### src/rtl/seq_word_comparator_pkg.sv
// Shared definitions for the nibble-serial magnitude comparator.
package seq_word_comparator_pkg;

    localparam int unsigned NIBBLE_W = 4;

    typedef enum logic [1:0] {
        IDLE = 2'd0,
        RUN  = 2'd1,
        DONE = 2'd2
    } state_t;

endpackage

### src/rtl/seq_word_comparator_nibble_cmp_stage.sv
// One 4-bit slice of the G/L/E cascade; the more significant nibble wins
// unless it is equal, in which case the incoming cascade result passes through.
module nibble_cmp_stage
    import seq_word_comparator_pkg::*;
(
    input  logic [NIBBLE_W-1:0] an,
    input  logic [NIBBLE_W-1:0] bn,
    input  logic                g_in,
    input  logic                l_in,
    input  logic                e_in,
    output logic                g,
    output logic                l,
    output logic                e
);

    always_comb begin
        g = (an > bn) | ((an == bn) & g_in);
        l = (an < bn) | ((an == bn) & l_in);
        e = (an == bn) & e_in;
    end

endmodule

### src/rtl/seq_word_comparator.sv
// Multi-cycle unsigned comparator: one nibble per cycle, LSB first, with
// valid/ready handshakes on the operand and verdict sides.
module seq_word_comparator
    import seq_word_comparator_pkg::*;
#(
    parameter int unsigned WIDTH = 16
) (
    input  logic             clk,
    input  logic             rst_n,
    input  logic             start_valid,
    output logic             start_ready,
    input  logic [WIDTH-1:0] a,
    input  logic [WIDTH-1:0] b,
    output logic             res_valid,
    input  logic             res_ready,
    output logic             gt,
    output logic             lt,
    output logic             eq,
    output logic             busy
);

    localparam int unsigned NIBBLES = WIDTH / NIBBLE_W;
    localparam int unsigned CNT_W   = $clog2(NIBBLES) + 1;

    state_t           state;
    logic [CNT_W-1:0] cnt;
    logic [WIDTH-1:0] sa;
    logic [WIDTH-1:0] sb;
    logic             cas_g;
    logic             cas_l;
    logic             cas_e;
    logic             g_nx;
    logic             l_nx;
    logic             e_nx;

    nibble_cmp_stage u_stage (
        .an   (sa[NIBBLE_W-1:0]),
        .bn   (sb[NIBBLE_W-1:0]),
        .g_in (cas_g),
        .l_in (cas_l),
        .e_in (cas_e),
        .g    (g_nx),
        .l    (l_nx),
        .e    (e_nx)
    );

    always_ff @(posedge clk or negedge rst_n) begin
        if (!rst_n) begin
            state       <= IDLE;
            cnt         <= '0;
            sa          <= '0;
            sb          <= '0;
            cas_g       <= 1'b0;
            cas_l       <= 1'b0;
            cas_e       <= 1'b1;
            start_ready <= 1'b1;
            res_valid   <= 1'b0;
            busy        <= 1'b0;
            gt          <= 1'b0;
            lt          <= 1'b0;
            eq          <= 1'b0;
        end else begin
            case (state)
                IDLE: begin
                    if (start_valid && start_ready) begin
                        sa          <= a;
                        sb          <= b;
                        cas_g       <= 1'b0;
                        cas_l       <= 1'b0;
                        cas_e       <= 1'b1;
                        cnt         <= '0;
                        start_ready <= 1'b0;
                        busy        <= 1'b1;
                        state       <= RUN;
                    end
                end
                RUN: begin
                    cas_g <= g_nx;
                    cas_l <= l_nx;
                    cas_e <= e_nx;
                    sa    <= sa >> NIBBLE_W;
                    sb    <= sb >> NIBBLE_W;
                    cnt   <= cnt + 1'b1;
                    // Verdict outputs take the final stage result directly so
                    // they are valid on the same edge that raises res_valid.
                    if (cnt == CNT_W'(NIBBLES - 1)) begin
                        busy      <= 1'b0;
                        res_valid <= 1'b1;
                        gt        <= g_nx;
                        lt        <= l_nx;
                        eq        <= e_nx;
                        state     <= DONE;
                    end
                end
                DONE: begin
                    if (res_ready) begin
                        res_valid   <= 1'b0;
                        gt          <= 1'b0;
                        lt          <= 1'b0;
                        eq          <= 1'b0;
                        start_ready <= 1'b1;
                        state       <= IDLE;
                    end
                end
                default: begin
                    state       <= IDLE;
                    start_ready <= 1'b1;
                    res_valid   <= 1'b0;
                    busy        <= 1'b0;
                    gt          <= 1'b0;
                    lt          <= 1'b0;
                    eq          <= 1'b0;
                end
            endcase
        end
    end

endmodule

### config.mk
export PLATFORM = sky130hd
export DESIGN_NAME = seq_word_comparator
export DESIGN_NICKNAME = d
export VERILOG_FILES = /design/src/rtl/seq_word_comparator_pkg.sv /design/src/rtl/seq_word_comparator_nibble_cmp_stage.sv /design/src/rtl/seq_word_comparator.sv
export SDC_FILE = /design/constraint.sdc
export NUM_CORES = 1
export LEC_CHECK = 0
export ABC_CLOCK_PERIOD_IN_PS = 1720
export CAP_MARGIN = 20
export CORE_UTILIZATION = 23
export DETAILED_ROUTE_END_ITERATION = 8
export PLACE_DENSITY = 0.46
export SLEW_MARGIN = 10
export SYNTH_ARGS = -nofsm -noshare
export SYNTH_HDL_FRONTEND = slang
export SYNTH_SLANG_ARGS = --single-unit
### constraint.sdc
create_clock -name clk -period 1.72 [get_ports clk]
set_input_delay 0.258 -clock clk [delete_from_list [all_inputs] [get_ports clk]]
set_output_delay 0.258 -clock clk [all_outputs]
set_load 0.02 [all_outputs]
==> run_results.csv <==
group,metric,value,unit
synth,synth_top_family_by_area,"simple AND/OR/NAND/NOR gates",
timing,worstMarginPinSlew,0.363,ns
floorplanning,coreArea,0.00933,mm^2
timing,tns,0,ns
cts,cts_max_path_buffers,2,
placed_design,portBuffers,41,
flow_run,maxCapViolCount,0,
timing,max_freq,0.631,GHz
cts,clock_latency,0.30,ns
synth,synth_edf_count,0,
global_routing,grt_max_degree,38,
pwr,p_per_area,1310,mW/mm^2
cts,cts_tree,"yes",
drt,wl_met3,265,um
synth,synth_flop_cell,"dfrtp_1",
timing,period_needed,1.58,ns
synth,yosysWarnings,0,
status,outcome,"finished clean",
synth,ys_ff_latch,46,
layout,finalNetCount,300,
placed_design,place_congestion,0.721,
synth,post_synth_and_or_nand_nor_area_fraction,14.3,%
cts,numCtsBuffers,5,
critical_path,rr_worst_depth,5,
synth,synth_fa_ha_area_share,3.37,%
pwr,p_leak,1.44,nW
cts,cts.sinks,46,
synth,syn_nets,256,
critical_path,cp_cell_sequence,"ha_1 -> o21ai_0 -> a21oi_1 -> or2_2 -> a32o_1",
critical_path,crit_path_end_kind,"register",
critical_path,cp_top_family,"compound AO/OA/AOI/OAI gates",
synth,syn_area_per_cell,10.4,um^2
drt,drt-met1-wl,2310,um
critical_path,cp-start-kind,"register",
layout,design_area,0.00290,mm^2
synth,ys_seq_area_share,51.8,%
synth,synthCells,214,
global_routing,grt_use_total,10.5,%
timing,setup_violations,0,
floorplanning,initial_core_util,23.9,%
critical_path,worstSetupPathDepth,5,
cts,cts-root-buf,"clkbuf_8",
floorplanning,die_x,100,um
placed_design,place_hpwl,3480,um
drt,ant_nets,0,
drt,drc_errors,0,
drt,dr_total_vias,1596,
critical_path,cp_max_fo,3,
synth,synth_compound_area_share,12.6,%
timing,finalClockSkew,0.0102,ns
drt,vias_per_cell,4.11,
drt,drt-total-wl,4810,um
drt,dr.max_layer_used,"met4",
global_routing,antenna_found_initial,0,
cts,cts.clk_slew.worst_paths,0.09,ns
drt,met2_length,2190,um
synth,synthXorXnorAreaFrac,0,%
critical_path,timing.reg2reg.setup_slack,0.14,ns
synth,synthesis.area,0.00223,mm^2
global_routing,first_global_vias,1674,
cts,htreeDepth,2,
synth,synth_mux_area_share,11.2,%
floorplanning,top_level_ports,42,
critical_path,cp_slowest_stage_delay,0.39,ns
global_routing,overflow,0,
drt,avgRoutedWirePerCell,12.4,um
layout,final_util,31.1,%
drt,dr.pass1.iters,4,
timing,timing.hold.ws,0.401,ns
layout,syn2layout_area_growth,30.4,%
layout,mostFrequentLayoutCells,"dfrtp_1, clkdlybuf4s50_1, nand2_1",
critical_path,crit_buf_inv,0,
timing,rsz0062_at_grt,"false",
drt,drtIter0Drc,60,
layout,drive_gt1_share,9.65,%
timing,relSlewSlack,75.8,%
timing,drv_slew,0,
floorplanning,die_h,100,um
worst_hold_path,hp-class,"primary input to async pin",
global_routing,grt_first_pass_wirelength,8280,um
synth,synth-async-reset-ratio,100,%
synth,synthDistinctLibCells,31,
placed_design,placed_cell_area,0.00278,mm^2
layout,final_common_cell,"dfrtp_1",
critical_path,cpMaxStageDelayCell,"dfrtp_1",
cts,postCtsSetupRepairBufs,0,
timing,finalHoldViolations,0,
pwr,ir_drop,0.475,mV
floorplanning,num_rows,35,
floorplanning,die_area,0.0101,mm^2
critical_path,required,1.91,ns
critical_path,worstPathArrival,1.78,ns
layout,diodes,0,
critical_path,critPathKind,"register to register",
timing,final.period_utilization,92.1,%
-- area by class of cell --
type,count,area (um^2)
clock buffer,5,68.8
multi-input combinational,147,932
timing repair buffer,51,519
clock inverter,3,40.0
inverter,7,26.3
fill,954,6430
tap,129,161
sequential,46,1150
-- power by group --
part           internal (mW)  switching (mW)  total [mW]
Sequential              1.47           0.227        1.69
Clock                  0.428           0.375       0.803
Combinational          0.627           0.685        1.31
-- stage by stage --
| stage | std cells | worst slack (ns) | power [mW] |
|---|---|---|---|
| global route | 388 | 0.0351 | 4.12 |
| CTS | 388 | 0.115 | 3.88 |
| global placement | 379 | 0.153 | 3.05 |
| floorplan | 214 | 0.222 | 2.56 |
| finish | 388 | 0.135 | 3.81 |
| detailed placement | 379 | 0.130 | 3.07 |
-- layer usage --
layer	vias to the layer above	GRT usage, %
li1	819	-
met1	739	13.8
met2	34	16.7
met3	4	2.92
met4	0	3.68
met5	-	0
-- flip-flops by register name (all words and copies together), names as in the netlist, 2 cells and up --
| register | flops |
|---|---|
| state | 2 |
| sa | 16 |
| sb | 16 |
| cnt | 3 |
-- final timing paths --
check | start | endpoint
min in group clk | res_valid | res_valid
min | rst_n | sa[3]
max | sa[2] | cas_g
min reg2reg | res_valid | res_valid
max reg2reg | sa[2] | cas_g
max in group asynchronous | rst_n | start_ready
-- synthesized netlist by cell type, types with 3 or more instances --
| cell | number | share of area [%] |
|---|---|---|
| o21ai_1 | 21 | 4.7 |
| dfrtp_1 | 44 | 49 |
| nand3_1 | 10 | 2.2 |
| nand2_1 | 32 | 5.4 |
| ha_1 | 6 | 3.4 |
| o21ai_0 | 15 | 3.4 |
| a21oi_1 | 4 | 0.90 |
| nand2b_1 | 10 | 2.8 |
| nor2_1 | 7 | 1.2 |
| inv_1 | 7 | 1.2 |
| mux2i_1 | 25 | 11 |
| buf_12 | 3 | 2.7 |
| buf_2 | 6 | 1.3 |
-- worst reg2reg max path, stage by stage, from the launching register on --
cell and delay (ns):
dfrtp_1 0.39, ha_1 0.31, o21ai_0 0.15, a21oi_1 0.07
or2_2 0.30, a32o_1 0.26
-- logic make-up after synthesis --
kind of cell | after synthesis
compound gates | 50
fa+ha+maj | 6
buf+inv | 21
flops | 46
mux | 25
simple gates | 66
-- what timing repair did --
item | CTS | global route
hold buffers | 1 | 0
endpoints found under the hold margin | 13 | 0
setup endpoints to repair | 1 | 0
resized for setup | 1 | 0
(Power assumes the default switching activity.)
